--- src/rtl/hit_event_queue_pkg.sv ---
// Shared types and constants for the hit event queue: FSM states, note range
// and the packed event record stored in the FIFO.
package hit_pkg;

    localparam int TS_WIDTH = 24;

    localparam logic [2:0] NOTE_SILENCE = 3'd0;
    localparam logic [2:0] NOTE_MAX     = 3'd4;

    typedef enum logic [1:0] {
        SILENT = 2'd0,
        NOTE   = 2'd1,
        HOLD   = 2'd2
    } state_t;

    // "time" is a reserved word, so the stamp field is called tstamp.
    typedef struct packed {
        logic [2:0]          note;
        logic [TS_WIDTH-1:0] tstamp;
    } hit_event_t;

    // Results 5-7 are not bars and behave exactly like silence.
    function automatic logic is_note(input logic [2:0] v);
        return (v != NOTE_SILENCE) && (v <= NOTE_MAX);
    endfunction

endpackage

--- src/rtl/hit_event_queue_if.sv ---
// Event output stream of the hit queue. Handshake: the producer holds valid,
// note and time stable until a cycle where valid && ready, which pops the head.
interface hit_event_queue_if;
    import hit_pkg::*;

    logic                out_valid;
    logic                out_ready;
    logic [2:0]          out_note;
    logic [TS_WIDTH-1:0] out_time;

    modport master (output out_valid, output out_note, output out_time, input out_ready);
    modport slave  (input out_valid, input out_note, input out_time, output out_ready);

endinterface

--- src/rtl/event_fifo.sv ---
// Synchronous first-word-fall-through FIFO; the head is always visible on
// head_o while valid_o is high. Pointers carry one extra wrap bit.
module event_fifo #(
    parameter int DEPTH = 16,
    parameter int W     = 8
) (
    input  logic                   clk,
    input  logic                   reset,
    input  logic                   push_i,
    input  logic [W-1:0]           push_data_i,
    input  logic                   pop_i,
    output logic                   valid_o,
    output logic [W-1:0]           head_o,
    output logic [$clog2(DEPTH):0] fill_o,
    output logic                   drop_o
);
    localparam int AW = $clog2(DEPTH);

    logic [AW:0]  wr_q, rd_q;
    logic [W-1:0] mem_q [DEPTH];
    logic         full, empty, do_push, do_pop;

    assign empty   = (wr_q == rd_q);
    assign full    = (wr_q[AW] != rd_q[AW]) && (wr_q[AW-1:0] == rd_q[AW-1:0]);
    // A pop frees the slot this same cycle, so push while full succeeds with a pop.
    assign do_pop  = pop_i && !empty;
    assign do_push = push_i && (!full || do_pop);
    assign drop_o  = push_i && full && !pop_i;

    always_ff @(posedge clk or posedge reset) begin
        if (reset) begin
            wr_q <= '0;
            rd_q <= '0;
            for (int i = 0; i < DEPTH; i++) mem_q[i] <= '0;
        end else begin
            if (do_push) begin
                mem_q[wr_q[AW-1:0]] <= push_data_i;
                wr_q                <= wr_q + 1'b1;
            end
            if (do_pop) rd_q <= rd_q + 1'b1;
        end
    end

    assign valid_o = !empty;
    assign head_o  = mem_q[rd_q[AW-1:0]];
    assign fill_o  = wr_q - rd_q;

endmodule

--- src/rtl/hit_event_queue.sv ---
// Turns per-window detector results into de-bounced note-onset events, stamps
// them with a window counter and queues them for the bus side.
module hit_event_queue
    import hit_pkg::*;
#(
    parameter int DEPTH    = 16,
    parameter int TS_WIDTH = hit_pkg::TS_WIDTH,  // must equal the package value
    parameter int HOLDOFF  = 6
) (
    input  logic                   clk,
    input  logic                   reset,
    input  logic                   flag,
    input  logic [2:0]             overall_result,
    hit_event_queue_if.master      out_if,
    output logic [$clog2(DEPTH):0] fill,
    output logic                   overflow,
    input  logic                   clear_overflow,
    output state_t                 dbg_state_o
);
    localparam int HW = (HOLDOFF > 0) ? $clog2(HOLDOFF + 1) : 1;

    state_t              state_q, state_d;
    logic [TS_WIDTH-1:0] ts_q, ts_d;
    logic [2:0]          last_q, last_d;
    logic [HW-1:0]       hold_q, hold_d;
    logic                overflow_q, overflow_d;
    logic                push, drop, fifo_valid;
    hit_event_t          push_ev, head;

    always_ff @(posedge clk or posedge reset) begin
        if (reset) begin
            state_q    <= SILENT;
            ts_q       <= '0;
            last_q     <= NOTE_SILENCE;
            hold_q     <= '0;
            overflow_q <= 1'b0;
        end else begin
            state_q    <= state_d;
            ts_q       <= ts_d;
            last_q     <= last_d;
            hold_q     <= hold_d;
            overflow_q <= overflow_d;
        end
    end

    // hold_q counts the silent flags still needed; the flag that leaves NOTE
    // is itself the first of the HOLDOFF silent ticks.
    always_comb begin
        state_d = state_q;
        ts_d    = ts_q;
        last_d  = last_q;
        hold_d  = hold_q;
        push    = 1'b0;
        if (flag) begin
            ts_d = ts_q + 1'b1;
            case (state_q)
                SILENT: begin
                    if (is_note(overall_result)) begin
                        push    = 1'b1;
                        last_d  = overall_result;
                        state_d = NOTE;
                    end
                end
                NOTE: begin
                    if (!is_note(overall_result)) begin
                        if (HOLDOFF <= 1) begin
                            hold_d  = '0;
                            state_d = SILENT;
                        end else begin
                            hold_d  = HW'(HOLDOFF - 1);
                            state_d = HOLD;
                        end
                    end else if (overall_result != last_q) begin
                        push   = 1'b1;
                        last_d = overall_result;
                    end
                end
                HOLD: begin
                    if (!is_note(overall_result)) begin
                        hold_d = hold_q - 1'b1;
                        if (hold_q <= 1) state_d = SILENT;
                    end else if (overall_result == last_q) begin
                        state_d = NOTE;
                    end else begin
                        push    = 1'b1;
                        last_d  = overall_result;
                        state_d = NOTE;
                    end
                end
                default: state_d = SILENT;
            endcase
        end
    end

    assign push_ev.note   = overall_result;
    assign push_ev.tstamp = ts_q;

    // A drop in the same cycle as a clear wins, so no drop goes unreported.
    always_comb begin
        overflow_d = overflow_q;
        if (drop)                overflow_d = 1'b1;
        else if (clear_overflow) overflow_d = 1'b0;
    end

    event_fifo #(
        .DEPTH (DEPTH),
        .W     ($bits(hit_event_t))
    ) u_fifo (
        .clk         (clk),
        .reset       (reset),
        .push_i      (push),
        .push_data_i (push_ev),
        .pop_i       (out_if.out_ready),
        .valid_o     (fifo_valid),
        .head_o      (head),
        .fill_o      (fill),
        .drop_o      (drop)
    );

    assign out_if.out_valid = fifo_valid;
    assign out_if.out_note  = head.note;
    assign out_if.out_time  = head.tstamp;
    assign overflow         = overflow_q;
    assign dbg_state_o      = state_q;

endmodule

--- src/flat_wrapper.sv ---
// flat-port wrapper written by rule: the top's interface ports become plain ports
module hit_event_queue_flat import hit_pkg::*;
#(
    parameter int DEPTH    = 16,
    parameter int TS_WIDTH = hit_pkg::TS_WIDTH,                                 
    parameter int HOLDOFF  = 6
)
  (clk, reset, flag, overall_result, fill, overflow, clear_overflow, dbg_state_o, out_if_out_valid, out_if_out_note, out_if_out_time, out_if_out_ready);
  hit_event_queue_if out_if_i ();
  input  logic clk;
  input  logic reset;
  input  logic flag;
  input  logic [2:0] overall_result;
  output logic [$clog2(DEPTH):0] fill;
  output logic overflow;
  input  logic clear_overflow;
  output state_t dbg_state_o;
  output wire logic [$bits(out_if_i.out_valid)-1:0] out_if_out_valid;
  output wire logic [$bits(out_if_i.out_note)-1:0] out_if_out_note;
  output wire logic [$bits(out_if_i.out_time)-1:0] out_if_out_time;
  input wire logic [$bits(out_if_i.out_ready)-1:0] out_if_out_ready;
  assign out_if_out_valid = out_if_i.out_valid;
  assign out_if_out_note = out_if_i.out_note;
  assign out_if_out_time = out_if_i.out_time;
  assign out_if_i.out_ready = out_if_out_ready;
  hit_event_queue #(.DEPTH(DEPTH), .TS_WIDTH(TS_WIDTH), .HOLDOFF(HOLDOFF)) u_core (.clk(clk), .reset(reset), .flag(flag), .overall_result(overall_result), .out_if(out_if_i), .fill(fill), .overflow(overflow), .clear_overflow(clear_overflow), .dbg_state_o(dbg_state_o));
endmodule
--- config.mk ---
export PLATFORM = sky130hd
export DESIGN_NAME = hit_event_queue_flat
export DESIGN_NICKNAME = d
export VERILOG_FILES = /design/src/rtl/hit_event_queue_pkg.sv /design/src/rtl/hit_event_queue_if.sv /design/src/rtl/event_fifo.sv /design/src/rtl/hit_event_queue.sv /design/src/flat_wrapper.sv
export SDC_FILE = /design/constraint.sdc
export NUM_CORES = 1
export LEC_CHECK = 0
export BUFFER_PORTS_ARGS = -buffer_cell sky130_fd_sc_hd__buf_2
export CORE_ASPECT_RATIO = 1.2
export CORE_MARGIN = 5
export CORE_UTILIZATION = 60
export DETAILED_ROUTE_END_ITERATION = 16
export PLACE_DENSITY_LB_ADDON = 0.12
export SLEW_MARGIN = 15
export SYNTH_ARGS = -nofsm -noshare
export SYNTH_HDL_FRONTEND = slang
export SYNTH_SLANG_ARGS = --single-unit
--- constraint.sdc ---
create_clock -name clk -period 18.15 [get_ports clk]
set_input_delay 0.9075 -clock clk [delete_from_list [all_inputs] [get_ports clk]]
set_output_delay 0.9075 -clock clk [all_outputs]
set_load 0.02 [all_outputs]
# Word-level counts from Yosys, hierarchy flattened

Index checks and enable logic that the tools add are counted.

Reductions and logical operators: 19
Order comparisons: 5
Muxes and demuxes: 29
Add/subtract/negate cells: 5
Eq/ne operators: 15
Bitwise gates (word level): 2

Operators with widths:

| cell                                                       | number |
|---|---|
| bitwise mux 432 bit                                        | 1 |
| binary-select mux 27 bit (select 4 bit)                    | 1 |
| demux 27 bit (select 4 bit)                                | 1 |
| two-way mux 27 bit                                         | 3 |
| adder 24 x 1 -> 24 bit, second input constant              | 1 |
| two-way mux 3 bit                                          | 7 |
| adder 5 x 1 -> 5 bit, second input constant                | 2 |
| greater-or-equal comparator 5 bit, second input constant   | 2 |
| inverter 4 -> 5 bit                                        | 2 |
| one-hot mux 3 bit (3 select lines)                         | 1 |
| two-way mux 1 bit                                          | 8 |
| two-way mux 2 bit                                          | 4 |
| inequality test 2 x 1 -> 1 bit, second input constant      | 4 |
| AND reduction 4 bit                                        | 2 |
| logical AND 1 bit                                          | 7 |
| AND reduction 7 bit                                        | 1 |
| inequality test 2 bit, second input constant               | 3 |
| one-hot mux 2 bit (3 select lines)                         | 1 |
| one-hot mux 3 bit (2 select lines)                         | 1 |
| nonzero test 3 bit                                         | 2 |
| equality test 5 bit                                        | 1 |
| less-than comparator 5 x 1 -> 1 bit, second input constant | 1 |
| subtractor 5 bit                                           | 1 |
| equality test 4 bit                                        | 1 |
| 14 further kinds                                           | 17 |

Bits in registers: 475
Output and inout port bits: 36
Word-level logic and storage cells: 98

# Longest topological paths before layout

Depth after elaboration: 8
Depth in mapped cells: 11
Gate-level depth less buffers: 7

# By module

From an unflattened synthesis, not the netlist that was laid out.

Cell total of the unflattened synthesis: 1458
Area, all modules: 22372.7 um^2

By module, submodules not included:

| module          | area an instance (um^2) | instances | cells each | seq. area each (um^2) |
|---|---|---|---|---|
| event_fifo      | 20673.6                 | 1         | 1300       | 11060.6 |
| hit_event_queue | 1699.1                  | 1         | 158        | 825.8 |

# Worst setup path before layout

OpenSTA, ideal clock, no wires.

Path kind: reg2reg
Start: register u_core.u_fifo.rd_q[2]
End: register u_core.u_fifo.mem_q[324] in the netlist's numbering
Clock period less this slack: 3078 ps
Data arrival time: 2953 ps
Library setup time: 125 ps
Slack: 15072 ps
Path buffers: 4
Cell stages (with the launch flop): 12
Data required time: 18025 ps
Path through: dfrtp_1 buf_1 inv_2 buf_1 ha_1 nand4_1 or3_1 buf_2 o2111ai_2 nor4_4 buf_4 mux2_2

Word-level cells in the longest chain between the ends: 5
Elaborated cells on any way between the ends: 8
Those cells by class: eq/ne: 2; reduce/logical: 6

RTL lines:

| item                                                       | RTL line                           | RTL |
|---|---|---|
| start, declared                                            | event_fifo.sv:19                   | `logic [AW:0] wr_q, rd_q;` |
| start signal, assigned                                     | event_fifo.sv:40                   | `if (do_pop) rd_q <= rd_q + 1'b1;` |
| equality test 5 bit or equality test 4 bit (tied branches) | event_fifo.sv:23, event_fifo.sv:24 |  |
| zero test 1 bit or logical AND 1 bit (tied branches)       | event_fifo.sv:26, event_fifo.sv:24 |  |
| logical AND 1 bit or zero test 1 bit (tied branches)       | event_fifo.sv:26, event_fifo.sv:27 |  |
| logical OR 1 bit (*)                                       | event_fifo.sv:27                   | `assign do_push = push_i && (!full \|\| do_pop);` |
| logical AND 1 bit (*)                                      | event_fifo.sv:27                   |  |
| end signal, assigned by index                              | event_fifo.sv:37                   | `mem_q[wr_q[AW-1:0]] <= push_data_i;` |
| end, declared                                              | event_fifo.sv:20                   | `logic [W-1:0] mem_q [DEPTH];` |

Every way passes the cells marked *; elsewhere a longest branch is shown, timed or not.
A chain may end at the register's enable or synchronous reset.

# Final worst setup path

Start: register u_core.u_fifo.rd_q[0]
End: output port out_if_out_time[6]

Word-level cells in the longest chain between the ends: 4

RTL lines:

| item                                                   | RTL line           | RTL |
|---|---|---|
| inverter 4 -> 5 bit (implied by the code)              | event_fifo.sv:45   | `assign head_o = mem_q[rd_q[AW-1:0]];` |
| binary-select mux 27 bit (select 4 bit)                | event_fifo.sv:45   |  |
| two-way mux 27 bit (implied by the code) (2 in series) | event_fifo.sv:45   |  |
| end, declared                                          | flat_wrapper.sv:20 | `output wire logic [$bits(out_if_i.out_time)-1:0] out_if_out_time;` |

Every way passes these cells. The select of a mux whose other input is x is not followed.

==> results.md <==
- Outcome: complete, no violations
- Detailed-route via count: approximately 13000
- Synth Instances: 1501
- Number of remaining DRC errors: 0
- Syn nets: 1527
- Total core area: 0.0368 mm2
- CP Class: flop to output pin
- Drt first pass iters: 4
- Post-synthesis cell area: 0.0223 mm2
- Min cycle time layout: 4270 ps
- Fin worst setup slack: 13880 ps
- Number of port buffers: 43
- Sink Count: 475
- Worst rel slew slack: 0.202
- Top FF cell, synth: dfrtp_1
- Fillers: 2661
- Flop2flop setup slack: 14340 ps
- First-pass GRT wire length: 80400 um
- CP max-delay cell: dfrtp_4
- Post-synth EDFFs: 0
- Wire per inst: 24.9 um
- Actual slew at the worst max-slew pin: 1190 ps
- DP Area: 0.0227 mm2
- Crit-path cells: buf_4, mux4_2, nand2_1, and3_1, a31oi_1, buf_2
- Max Cap Violations: 0
- Initial Utilization: 0.606
- Fin area: 0.0243 mm2
- Clk Latency, worst-skew pair: ~550 ps
- Io pins: 44
- Commonest non-fill, non-tap cell in the layout: dfrtp_1
- Yosys reg bits: roughly 480
- H-tree levels: 2
- CP Buf/Inv Count: 2
- Worst-path clk slew: 60 ps
- Max Fanout on Critical Path: 43
- Die footprint: 0.0411 mm2
- CTS resizes: 0
- Layout cells sized above 1: 0.473
- CP Launch Type: flop
- P&R area growth vs syn: 9.24%
- Clock Skew: ~12 ps
- Post-Route Setup TNS: 0 ps
- Final antenna-violating net count: 0
- Via count of the first global-routing pass: 13559
- CTS tree: built
- Root Buffer: clkbuf_16
- Crit path DAT: between 3000 and 4000 ps
- Max Clock Freq: 234 MHz
- Crit-path max cell delay: 790 ps
- Finish-stage setup viols: 0
- RR Startpoint: u_core.u_fifo.rd_q[1]
- Critical path capture point type: output pin
- Hold buffer count at CTS: 0
- Post-DP HPWL: 27200 um
- Final hold viol count: 0
- Die Height: 221 um
- Cts bufs inserted: 48
- Fin nets: 1518
- Synth cell types: 50
- GRT Residual Overflow: 0
- Setup WS pre-CTS: roughly 14000 ps
- Fin. max-slew vios: 0
- Power Total: 0.00339 W
- Leakage Power: 11.5 nW
- ANT cells: 0
- Power Dens Cells: 139 mW/mm2
- Maximum vdd drop: ~0.11 mV
- Placed Cells incl. Taps: between 1500 and 2000
- Total track usage: 0.252
- Worst EP required: 17240 ps
- RSZ-0062 raised after global routing: no
- CTS max path bufs: 3
- Cell family with most CP delay: buffers and inverters
- Row count: just under 80
- Hold WC Path Type: primary input to asynchronous set/reset pin
- Post-synth ARST share: 1.00
- Routed WL: approximately 50000 um
- Seq/Total Area, Yosys: 0.533
- Largest net degree at the start of global routing: 85
- Initial antenna violation count: 0
- Most frequent cells in the layout: dfrtp_1, mux2_2, nand2_1
- Fin crit share: 0.235
- Reg2reg path depth: 8
- Post-Layout Cell Count: 2004
- Routed vias/inst: 6.24
- Worst R2R End: u_core.u_fifo.mem_q[125]
- GP Congestion: around 0.75
- Drt initial violations: approximately 680
- YS warnings: 0
- Syn Area/Cell: 14.8 um2
- Setup bufs post-CTS: 0
- Die width: between 150 and 200 um
==> layer usage <==
metal | up-vias | GRT usage | part of all wire
met5 | - | 0 | 0
met4 | 0 | 0.0623 | 0.023
met3 | 81 | 0.0350 | 0.037
met2 | 228 | 0.414 | 0.50
met1 | 6783 | 0.361 | 0.44
li1 | 5418 | - | -
==> report_power, final <==
part	total (W)	switching (W)	internal, W
registers	0.00141	0.000192	0.00122
clock network	0.000984	0.000407	0.000578
logic	0.000996	0.000535	0.000461
total	0.00339	0.00113	0.00226
==> worst max path at each step <==
stage,start,end,depth (start not counted)
floorplan,reset,u_core.dbg_state_o[0],1
global placement,overall_result[2],u_core.u_fifo.mem_q[93],7
detailed placement,overall_result[2],u_core.u_fifo.mem_q[92],7
CTS,u_core.u_fifo.rd_q[0],out_if_out_time[23],6
global route,u_core.u_fifo.rd_q[0],out_if_out_time[2],6
finish,u_core.u_fifo.rd_q[0],out_if_out_time[6],6
==> metrics by stage <==
stage,utilization,hold WS (ps)
after floorplan,-,452
final,0.661,417
after CTS,0.661,444
after detailed placement,0.618,478
after global placement,0.618,464
after global routing,0.661,486
==> synthesized netlist by cell type, drive strengths merged, types with 5 or more instances <==
library cell / number / share of area
nand2: 122 / 0.021
nor3: 5 / 0.0016
ha: 17 / 0.0095
xor2: 7 / 0.0028
inv: 19 / 0.0032
nand4: 11 / 0.0031
mux4: 108 / 0.11
clkbuf: 66 / 0.011
and3: 31 / 0.0087
dfrtp: 475 / 0.53
nand3: 13 / 0.0029
a31oi: 28 / 0.0085
o21ai: 6 / 0.0019
mux2: 438 / 0.23
a21oi: 5 / 0.0011
nor4: 6 / 0.0051
nor2: 17 / 0.0038
xnor2: 33 / 0.014
buf: 65 / 0.017
==> area by class of cell <==
class | instances | area, um2 | share of cell area
clock buffer | 72 | 1440 | 0.0593
multi-input combinational | 876 | 9740 | 0.400
clock inverter | 16 | 140 | 0.00576
timing repair buffer | 72 | 453 | 0.0186
tap | 474 | 593 | 0.0244
sequential | 475 | 11900 | 0.489
inverter | 19 | 78.8 | 0.00324
==> kinds of logic (layout without fill, tap and decap cells) <==
| family | Yosys count | after routing | synth area share |
|---|---|---|---|
| buf+inv | 150 | 179 | 0.0316 |
| simple gates | 220 | 220 | 0.0503 |
| fa+ha+maj | 18 | 18 | 0.0104 |
| xor+xnor | 40 | 40 | 0.0169 |
| flops | 475 | 475 | 0.533 |
| mux | 546 | 546 | 0.341 |
| compound gates | 52 | 52 | 0.0168 |
==> sequential cells by signal, indices dropped and copies added, names as in the netlist <==
signal,flops
u_core.u_fifo.mem_q,432
u_core.ts_q,24
u_core.u_fifo.rd_q,5
u_core.u_fifo.wr_q,5
u_core.hold_q,3
u_core.last_q,3
u_core.dbg_state_o,2
u_core.overflow,1
==> worst reg2reg max path, stage by stage, from the launching register on <==
cell and delay [ps]:
dfrtp_4 900, inv_1 180, ha_1 330, nand4_1 140, or3_1 250, o2111ai_2 360, nor2_4 720, buf_4 420
mux2_2 400
No activity file was read; power rests on OpenSTA's default activity.
